## src/rtl/ofdm_pkg.sv

```systemverilog
// ofdm_pkg -- shared definitions for the OFDM symbol scheduler.
// Holds the default symbol geometry, counter widths and the scheduler
// state enumeration used by ofdm_sym_sched.
package ofdm_pkg;

  localparam int FFT_LEN_DEF = 64;   // useful samples per symbol
  localparam int CP_LEN_DEF  = 16;   // cyclic-prefix samples per symbol
  localparam int WD_MAX_DEF  = 256;  // FLUSH watchdog limit (enabled cycles)
  localparam int SAMP_W      = 7;    // width of the in-symbol sample index
  localparam int SYM_W       = 8;    // width of symbol counts

  typedef enum logic [1:0] {
    ST_IDLE  = 2'd0,
    ST_FEED  = 2'd1,
    ST_FLUSH = 2'd2,
    ST_DONE  = 2'd3
  } sched_state_t;

endpackage

```

## src/rtl/mod_counter.sv

```systemverilog
// mod_counter -- enable-gated wrapping counter.
// Counts 0..MOD-1 on cycles with en=1 and wraps back to 0; clr has
// priority over en and returns the count to 0.
// Ports:
//   clk  : clock, rising edge
//   rst  : asynchronous active-low reset
//   clr  : synchronous clear
//   en   : count enable
//   cnt  : registered count value
module mod_counter #(
  parameter int W   = 8,
  parameter int MOD = 256
) (
  input  logic         clk,
  input  logic         rst,
  input  logic         clr,
  input  logic         en,
  output logic [W-1:0] cnt
);

  logic [W-1:0] r_cnt;
  logic         w_last;

  assign w_last = (r_cnt == W'(MOD - 1));
  assign cnt    = r_cnt;

  // wrapping count register
  always_ff @(posedge clk or negedge rst) begin
    if (!rst) begin
      r_cnt <= '0;
    end else if (clr) begin
      r_cnt <= '0;
    end else if (en) begin
      r_cnt <= w_last ? '0 : (r_cnt + W'(1));
    end else begin
      r_cnt <= r_cnt;
    end
  end

endmodule

```

## src/rtl/ofdm_sym_sched.sv

```systemverilog
// ofdm_sym_sched -- frame scheduler for the OFDM source / cyclic-prefix /
// reverse-spectrum chain.
// A frame of num_sym symbols is fed sample by sample while downstream is
// ready (FEED), then the chain is drained until every symbol-start strobe
// has come back and a full symbol of tail has passed (FLUSH). A watchdog
// bounds FLUSH; DONE pulses for one cycle before returning to IDLE.
// Ports:
//   clk, rst     : clock (rising edge) and asynchronous active-low reset
//   start        : frame request pulse (accepted in IDLE only)
//   num_sym      : symbols per frame, latched on an accepted start
//   dn_ready     : downstream accepts a sample this cycle
//   dp_sop_out   : symbol-start strobe returned from the datapath output
//   dp_en        : clock enable to the chain (FEED/FLUSH and dn_ready)
//   dp_sop       : symbol-start strobe to the sample source
//   busy, done   : frame in progress / one-cycle completion pulse
//   err          : sticky error (watchdog expiry or surplus returned strobe)
//   sym_cnt      : symbols issued in this frame
//   samp_cnt     : sample index within the current symbol
module ofdm_sym_sched
  import ofdm_pkg::*;
#(
  parameter int FFT_LEN = FFT_LEN_DEF,
  parameter int CP_LEN  = CP_LEN_DEF,
  parameter int WD_MAX  = WD_MAX_DEF
) (
  input  logic              clk,
  input  logic              rst,
  input  logic              start,
  input  logic [SYM_W-1:0]  num_sym,
  input  logic              dn_ready,
  input  logic              dp_sop_out,
  output logic              dp_en,
  output logic              dp_sop,
  output logic              busy,
  output logic              done,
  output logic              err,
  output logic [SYM_W-1:0]  sym_cnt,
  output logic [SAMP_W-1:0] samp_cnt
);

  localparam int SYM_LEN = FFT_LEN + CP_LEN;
  localparam int WD_W    = $clog2(WD_MAX + 1);
  localparam logic [SAMP_W-1:0] TAIL_MAX = SAMP_W'(SYM_LEN - 1);

  sched_state_t      r_state;
  logic              r_busy;
  logic              r_done;
  logic              r_err;
  logic [SYM_W-1:0]  r_num_sym;
  logic [SYM_W-1:0]  r_out_cnt;
  logic [SAMP_W-1:0] r_tail;
  logic [WD_W-1:0]   r_wd;

  logic              w_en;
  logic              w_feed_en;
  logic              w_flush_en;
  logic              w_start_ok;
  logic              w_samp_last;
  logic              w_sym_en;
  logic              w_feed_last;
  logic              w_sop_out_ok;
  logic              w_sop_out_excess;
  logic [SYM_W-1:0]  w_out_nxt;
  logic [SAMP_W-1:0] w_tail_nxt;
  logic              w_flush_ok;
  logic              w_wd_hit;

  assign w_en       = ((r_state == ST_FEED) || (r_state == ST_FLUSH)) && dn_ready;
  assign w_feed_en  = w_en && (r_state == ST_FEED);
  assign w_flush_en = w_en && (r_state == ST_FLUSH);
  assign w_start_ok = (r_state == ST_IDLE) && start && (num_sym != 8'd0);

  assign w_samp_last = (samp_cnt == TAIL_MAX);
  assign w_sym_en    = w_feed_en && w_samp_last;
  // the wrap that brings sym_cnt up to the latched count ends FEED
  assign w_feed_last = w_sym_en && ((sym_cnt + 8'd1) == r_num_sym);

  // A returned strobe beyond the expected count only flags an error; it
  // neither counts nor restarts the tail, so the frame timing is unchanged.
  assign w_sop_out_ok     = w_en && dp_sop_out && (r_out_cnt != r_num_sym);
  assign w_sop_out_excess = w_en && dp_sop_out && (r_out_cnt == r_num_sym);
  assign w_out_nxt        = w_sop_out_ok ? (r_out_cnt + 8'd1) : r_out_cnt;

  // next tail count: restart on a returned strobe, else saturating count
  always_comb begin
    w_tail_nxt = r_tail;
    if (w_sop_out_ok) begin
      w_tail_nxt = '0;
    end else if (w_en && (r_tail != TAIL_MAX)) begin
      w_tail_nxt = r_tail + 7'd1;
    end else begin
      w_tail_nxt = r_tail;
    end
  end

  // Exit conditions look at the counts including the current cycle, so the
  // transition happens on the cycle the last tail sample / watchdog tick lands.
  assign w_flush_ok = w_flush_en && (w_out_nxt == r_num_sym) && (w_tail_nxt == TAIL_MAX);
  assign w_wd_hit   = w_flush_en && (r_wd == WD_W'(WD_MAX - 1));

  assign dp_en  = w_en;
  assign dp_sop = w_feed_en && (samp_cnt == 7'd0);
  assign busy   = r_busy;
  assign done   = r_done;
  assign err    = r_err;

  mod_counter #(.W(SAMP_W), .MOD(SYM_LEN)) u_samp_cnt (
    .clk (clk),
    .rst (rst),
    .clr (w_start_ok),
    .en  (w_feed_en),
    .cnt (samp_cnt)
  );

  mod_counter #(.W(SYM_W), .MOD(256)) u_sym_cnt (
    .clk (clk),
    .rst (rst),
    .clr (w_start_ok),
    .en  (w_sym_en),
    .cnt (sym_cnt)
  );

  // returned-strobe, tail and watchdog counters
  always_ff @(posedge clk or negedge rst) begin
    if (!rst) begin
      r_out_cnt <= '0;
      r_tail    <= '0;
      r_wd      <= '0;
    end else if (w_start_ok) begin
      r_out_cnt <= '0;
      r_tail    <= '0;
      r_wd      <= '0;
    end else begin
      r_out_cnt <= w_out_nxt;
      r_tail    <= w_tail_nxt;
      r_wd      <= w_flush_en ? (r_wd + WD_W'(1)) : r_wd;
    end
  end

  // scheduler state machine with registered busy/done/err
  always_ff @(posedge clk or negedge rst) begin
    if (!rst) begin
      r_state   <= ST_IDLE;
      r_busy    <= 1'b0;
      r_done    <= 1'b0;
      r_err     <= 1'b0;
      r_num_sym <= '0;
    end else begin
      r_done <= 1'b0;
      if (w_sop_out_excess) begin
        r_err <= 1'b1;
      end
      case (r_state)
        ST_IDLE: begin
          if (w_start_ok) begin
            r_num_sym <= num_sym;
            r_err     <= 1'b0;
            r_busy    <= 1'b1;
            r_state   <= ST_FEED;
          end
        end
        ST_FEED: begin
          if (w_feed_last) begin
            r_state <= ST_FLUSH;
          end
        end
        ST_FLUSH: begin
          if (w_flush_ok) begin
            r_done  <= 1'b1;
            r_state <= ST_DONE;
          end else if (w_wd_hit) begin
            r_done  <= 1'b1;
            r_err   <= 1'b1;
            r_state <= ST_DONE;
          end
        end
        ST_DONE: begin
          r_busy  <= 1'b0;
          r_state <= ST_IDLE;
        end
        default: begin
          r_busy  <= 1'b0;
          r_state <= ST_IDLE;
        end
      endcase
    end
  end

endmodule

```

## config.mk

```make
export PLATFORM = sky130hd
export DESIGN_NAME = ofdm_sym_sched
export DESIGN_NICKNAME = d
export VERILOG_FILES = /design/src/rtl/ofdm_pkg.sv /design/src/rtl/mod_counter.sv /design/src/rtl/ofdm_sym_sched.sv
export SDC_FILE = /design/constraint.sdc
export NUM_CORES = 1
export LEC_CHECK = 0
export ABC_AREA = 1
export CORE_AREA = 2 2 127 80
export DETAILED_ROUTE_END_ITERATION = 8
export DIE_AREA = 0 0 129 82
export GPL_TIMING_DRIVEN = 0
export PLACE_DENSITY_LB_ADDON = 0.2
export SLEW_MARGIN = 10
export SYNTH_ARGS = -nofsm -noshare
export SYNTH_HDL_FRONTEND = slang
export SYNTH_SLANG_ARGS = --single-unit
```

## constraint.sdc

```tcl
create_clock -name clk -period 5.2 [get_ports clk]
set_input_delay 0.52 -clock clk [delete_from_list [all_inputs] [get_ports clk]]
set_output_delay 0.52 -clock clk [all_outputs]
set_load 0.02 [all_outputs]
```

# Yosys cells after proc, flatten, opt, wreduce, memory -nomap -nowiden
# Index checks and enable logic that the tools add are counted.
# word_totals
regBits	52
n_memories	0
latch_bits	0
output_inout_bits	20
mem_bits_rw	0
mem_bits_ro	0
# op_classes
div	0
bitwise	0
mul	0
n_addsub	5
shifts	0
n_eq_ne	15
magnitude_cmp	0
n_reduce_logical	26
n_mux	28
# op_table
op	n
7-bit two-way mux	6
8-bit two-way mux	5
8-bit == test	3
9-bit two-way mux	2
8-bit by 1-bit adder with 8-bit output (second input constant)	2
1-bit logical AND	15
7-bit by 1-bit adder with 7-bit output (second input constant)	2
7-bit == test (second input constant)	2
9-bit by 1-bit adder with 9-bit output (second input constant)	1
9-bit by 8-bit == test with 1-bit output (second input constant)	1
8-bit == test (second input constant)	1
1-bit two-way mux	8
2-bit two-way mux	4
8-bit inequality test	1
2-bit case mux with 4 select lines	1
2-bit nonzero test	4
8-bit nonzero test	1
7-bit zero test	1
7-bit inequality test (second input constant)	1
2-bit == test (second input constant)	2
1-bit case mux with 2 select lines	2
2-bit AND reduction	2
3-bit inequality test (second input constant)	1
3-bit AND reduction	1
other kinds (5)	5

# Logic depth before layout (Yosys ltp)
# logic_depth
word_depth	11
depth_mapped	19
ltp_nobuf	19

# Modules after synthesis
# Synthesis repeated with hierarchy kept, for this count alone.
# unflattened
cells_unflattened	472
area_unflattened_um2	3448.3
# modules_own_cells
module	instances	area_each_um2	cells_each
ofdm_sym_sched	1	2585.0	359
mod_counter (u_sym_cnt)	1	456.7	58
mod_counter (u_samp_cnt)	1	406.6	55

# Worst setup path before layout
# Ideal clock, no wire load.
# synth_timing
kind	reg2out
startpoint	register r_state[0]
endpoint	output port dp_sop
path_slack_ns	2.922
stages_incl_launch_ff	7
t_required_ns	4.680
t_arrival_ns	1.758
n_path_buf	0
cell_sequence	dfrtp_1 inv_1 ha_1 nand2_1 inv_2 nand2_1 nor4_1
# synth_via
elab_chain_cells	5
# synth_rtl
item	line	rtl
start: declaration	ofdm_sym_sched.sv:45	sched_state_t r_state;
start signal: assignment	ofdm_sym_sched.sv:143	r_state <= ST_IDLE;
start signal: assignment	ofdm_sym_sched.sv:159	r_state <= ST_FEED;
start signal: assignment	ofdm_sym_sched.sv:164	r_state <= ST_FLUSH;
2-bit by 1-bit == test with 1-bit output / 2-bit == test (equally long branches)	ofdm_sym_sched.sv:68	assign w_en = ((r_state == ST_FEED) || (r_state == ST_FLUSH)) && dn_ready;
1-bit logical OR *	ofdm_sym_sched.sv:68	
1-bit logical AND *	ofdm_sym_sched.sv:68	
named net dp_en	ofdm_sym_sched.sv:32	output logic dp_en,
1-bit logical AND *	ofdm_sym_sched.sv:69	assign w_feed_en = w_en && (r_state == ST_FEED);
1-bit logical AND *	ofdm_sym_sched.sv:102	assign dp_sop = w_feed_en && (samp_cnt == 7'd0);
end: declaration	ofdm_sym_sched.sv:33	output logic dp_sop,
# The timed path passes the listed nets; every way through them passes the cells marked *.

# Final worst setup path
# layout_timing
startpoint	register r_state[1]
endpoint	output port dp_sop
# layout_via
elab_chain_cells	5
# layout_rtl
item	line
2-bit by 1-bit == test with 1-bit output / 2-bit == test (equally long branches)	ofdm_sym_sched.sv:68, ofdm_sym_sched.sv:69
1-bit logical OR	ofdm_sym_sched.sv:68
1-bit logical AND	ofdm_sym_sched.sv:68
1-bit logical AND *	ofdm_sym_sched.sv:69
1-bit logical AND *	ofdm_sym_sched.sv:102
# Every way passes the cells marked *; elsewhere a longest branch is shown, timed or not.

==> summary.md <==
| Metric | Value |
|---|---|
| Via count of the routed design | `2778` |
| Critical Path Most Common Cell | `nand2_1` |
| Actual transition at the worst max-transition pin | `695 ps` |
| Layout net count | `490` |
| DIE AREA | `10600 um2` |
| RSZ-0062 raised after global routing | `false` |
| Sequential power share | `between 30% and 40%` |
| Leakage | `0.00178 uW` |
| Portion of the clock cycle consumed by the worst path in the final layout | `56.2%` |
| Internal power | `1030 uW` |
| First-pass GRT wire length | `13000 um` |
| Half-perimeter wire length after detailed placement | `around 6100 um` |
| Post-Syn Area per Cell | `7.56 um2` |
| Commonest cells after routing, fill and taps aside | `nand2_1, inv_1, dfrtp_1` |
| Total global routing overflow | `0` |
| Met3 Wirelength | `315 um` |
| Highest metal used | `met4` |
| Filler Cells Inserted | `between 1k and 1.5k` |
| Port-buffer cells | `32` |
| Post-CTS setup buffer count | `0` |
| Maximum number of pins on one net before global-route repair | `53` |
| Hold-fix buffer count after cts | `0` |
| Average wire per cell in the routed design | `13.2 um` |
| Total of endpoints with negative setup slack in the final report | `0` |
| Async S/R FF share, synth | `100%` |
| Number of nets with antenna violations after routing | `0` |
| Yosys warns | `0` |
| Fin crit period | `2920 ps` |
| Path type of the worst min-delay path | `primary input to async pin` |
| Maximum Capacitance Violations | `0` |
| Skew-Pair Late Insertion Delay | `300 ps` |
| Number of library cell types mapped by synthesis | `36` |
| Worst Setup Path Type | `register to output port` |
| Maximum level of the CTS H-tree | `2` |
| TritonCTS clock tree | `yes` |
| Sequence of cells on the critical path | `inv_1 -> ha_1 -> nand2_1 -> inv_2 -> nand2_1 -> nor4_1 -> clkdlybuf4s50_1` |
| CTS sink cnt | `52` |
| Critical path startpoint category | `register` |
| Detailed-router iteration count before antenna repair | `4` |
| Initial antenna violation count | `0` |
| CP Data Arrival Time | `2400 ps` |
| Predominant post-synthesis flop cell | `dfrtp_1` |
| Highest cell delay on the worst timing path | `640 ps` |
| Max_slew headroom | `53.7%` |
| Worst clock skew | `5.95 ps` |
| Met2 WL | `3010 um` |
| Number of global-route vias before repair | `2562` |
| CTS clock-pin slew for the worst setup and hold paths | `70 ps` |
| Number of enable flip-flop cells after synthesis | `0` |
| Wire length reported by the detailed router | `7970 um` |
| Slowest stage cell, crit path | `clkdlybuf4s50_1` |
| Placement Rows | `28` |
| Power per Cell Area | `471 nW/um2` |
| CP Max Fanout | `5` |
| Peak Freq | `342 MHz` |
| First DRT Iteration DRCs | `177` |
| Number of resized instances in the post-cts repair step | `0` |
| Summed negative setup slack over all endpoints | `0 ps` |
| Share of power burned in the clock network | `19.4%` |
| Switching Fraction | `between 40% and 50%` |
| I/O pin cnt | `33` |
| Sort of element at the end of the critical path | `output port` |
| Most frequent standard cell in the layout excluding fill and tap cells | `nand2_1` |
| Worst VDD drop | `0.000195 V` |
| Result of the run | `completed` |
| Max-slew violation total from the final report | `0` |
| Number of hold violations in the final report | `0` |
| Crit path required time | `4680 ps` |
| Area of the core region | `9490 um2` |
| Wire length on met1 | `4590 um` |
| Cell chosen for the clock root | `clkbuf_16` |
| Global placement routability congestion | `approximately 0.83` |
| DRC violation count after routing | `0` |
| Total routing resource utilization after global routing | `16.1%` |
| Die Wd | `129 um` |
| Area growth from synthesis to layout | `19.8%` |
| Bufs on Longest Clock Path | `2` |
| Portion of total power attributed to combinational logic | `46.9%` |
| Die H | `between 80 and 90 um` |
| Starting utilization of the core area | `34.0%` |
| Number of synthesized register bits | `52` |
| Switching component of the power | `roughly 800 uW` |
| Sequential-to-total area share from yosys stat | `just over 40%` |
| Routed vias/inst | `4.61` |
| N_diodes | `0` |
| Syn_nets | `roughly 450` |
| CTS Buf Count | `5` |
| Final Power | `approximately 1800 uW` |
| Fraction of layout cells with a size suffix above 1 | `a little under a tenth` |
| Summed instance area of the synthesized netlist | `between 3000 and 4000 um2` |
| Synthesized instance count | `427` |
[cell families after synthesis]
logic type	after synthesis	synth area share, %
AOI/OAI and AO/OA	56	10.1
xor gates and xnor gates	23	6.71
adders and majority gates	11	4.27
buffers and inverters	67	8.26
DFF	52	40.3
and+or+nand+nor	218	30.3
[cell usage after synthesis, types with 6 or more instances]
master / count / area, um2
xnor2_1: 8 / 70.1
nand3_1: 34 / 170
inv_1: 52 / 195
nand2_2: 9 / 56.3
a21oi_1: 17 / 85.1
xor2_1: 13 / 114
nor3_1: 8 / 40.0
nand2_1: 108 / 405
o21ai_0: 23 / 115
inv_2: 8 / 30.0
dfrtp_1: 52 / 1300
nor4_1: 6 / 37.5
nor2_1: 36 / 135
ha_1: 11 / 138
[worst max-delay path: cells and delay by family (launching register included)]
kind / cells / cell delay [ps]
buffers and inverters: 3 / 860
DFF: 1 / 400
adders and majority gates: 1 / 300
and+or+nand+nor: 3 / 550
[power by group through the flow]
stage | logic (uW) | clock network, uW | registers [uW]
2_1_floorplan | 556 | 0 | 643
3_3_place_gp | 843 | 0 | 619
3_5_place_dp | 855 | 0 | 620
4_1_cts | 861 | 364 | 612
5_1_grt | 960 | 384 | 628
6_report | 854 | 354 | 613
[worst paths after layout]
| kind | slack, ps | cells after the start | end | startpoint |
|---|---|---|---|---|
| setup / recovery | 2280 | 7 | dp_sop | r_state[1] |
| hold / removal | 270 | 1 | u_sym_cnt.cnt[0] | rst |
| setup reg to reg | 2670 | 14 | r_state[1] | r_state[1] |
| hold reg to reg | 540 | 2 | r_wd[7] | r_wd[7] |
| max in group asynchronous | 4480 | 1 | r_wd[2] | rst |
| min in group clk | 540 | 2 | r_wd[7] | r_wd[7] |
[registers in the layout (all words and copies together), names as in the netlist, 2 cells and up]
register        count
r_wd                9
u_sym_cnt.cnt       8
r_state             2
r_out_cnt           8
r_tail              7
r_num_sym           8
u_samp_cnt.cnt      7
[cell type report]
type                    count  area, um2  area share, %
plain buffers               6       37.5          0.971
clock buffers               6        139           3.59
clock inverters             2       13.8          0.356
inverters                  61        229           5.92
multi-input cells         308       1660           42.9
flip-flops and latches     52       1300           33.7
well taps                 135        169           4.37
repair buffers             32        318           8.22
[per-layer routing]
| metal | up-vias | global-route usage, % |
|---|---|---|
| met5 | - | 0 |
| met4 | 0 | 4.24 |
| met2 | 46 | 22.0 |
| met3 | 4 | 3.45 |
| met1 | 1274 | 25.0 |
| li1 | 1454 | - |
[metrics by stage]
| stage | area, um2 | utilization (%) | hold slack [ps] | setup WS [ps] | cells |
|---|---|---|---|---|---|
| floorplan | 3230 | - | 224 | 2920 | 427 |
| global placement | 3720 | 39.1 | 517 | 1850 | 594 |
| detailed placement | 3710 | 39.1 | 526 | 2330 | 594 |
| CTS | 3870 | 40.7 | 303 | 2230 | 602 |
| global route | 3870 | 40.7 | 325 | 2110 | 602 |
| finish | 3870 | 40.7 | 267 | 2280 | 602 |
No activity file was read; power rests on OpenSTA's default activity.
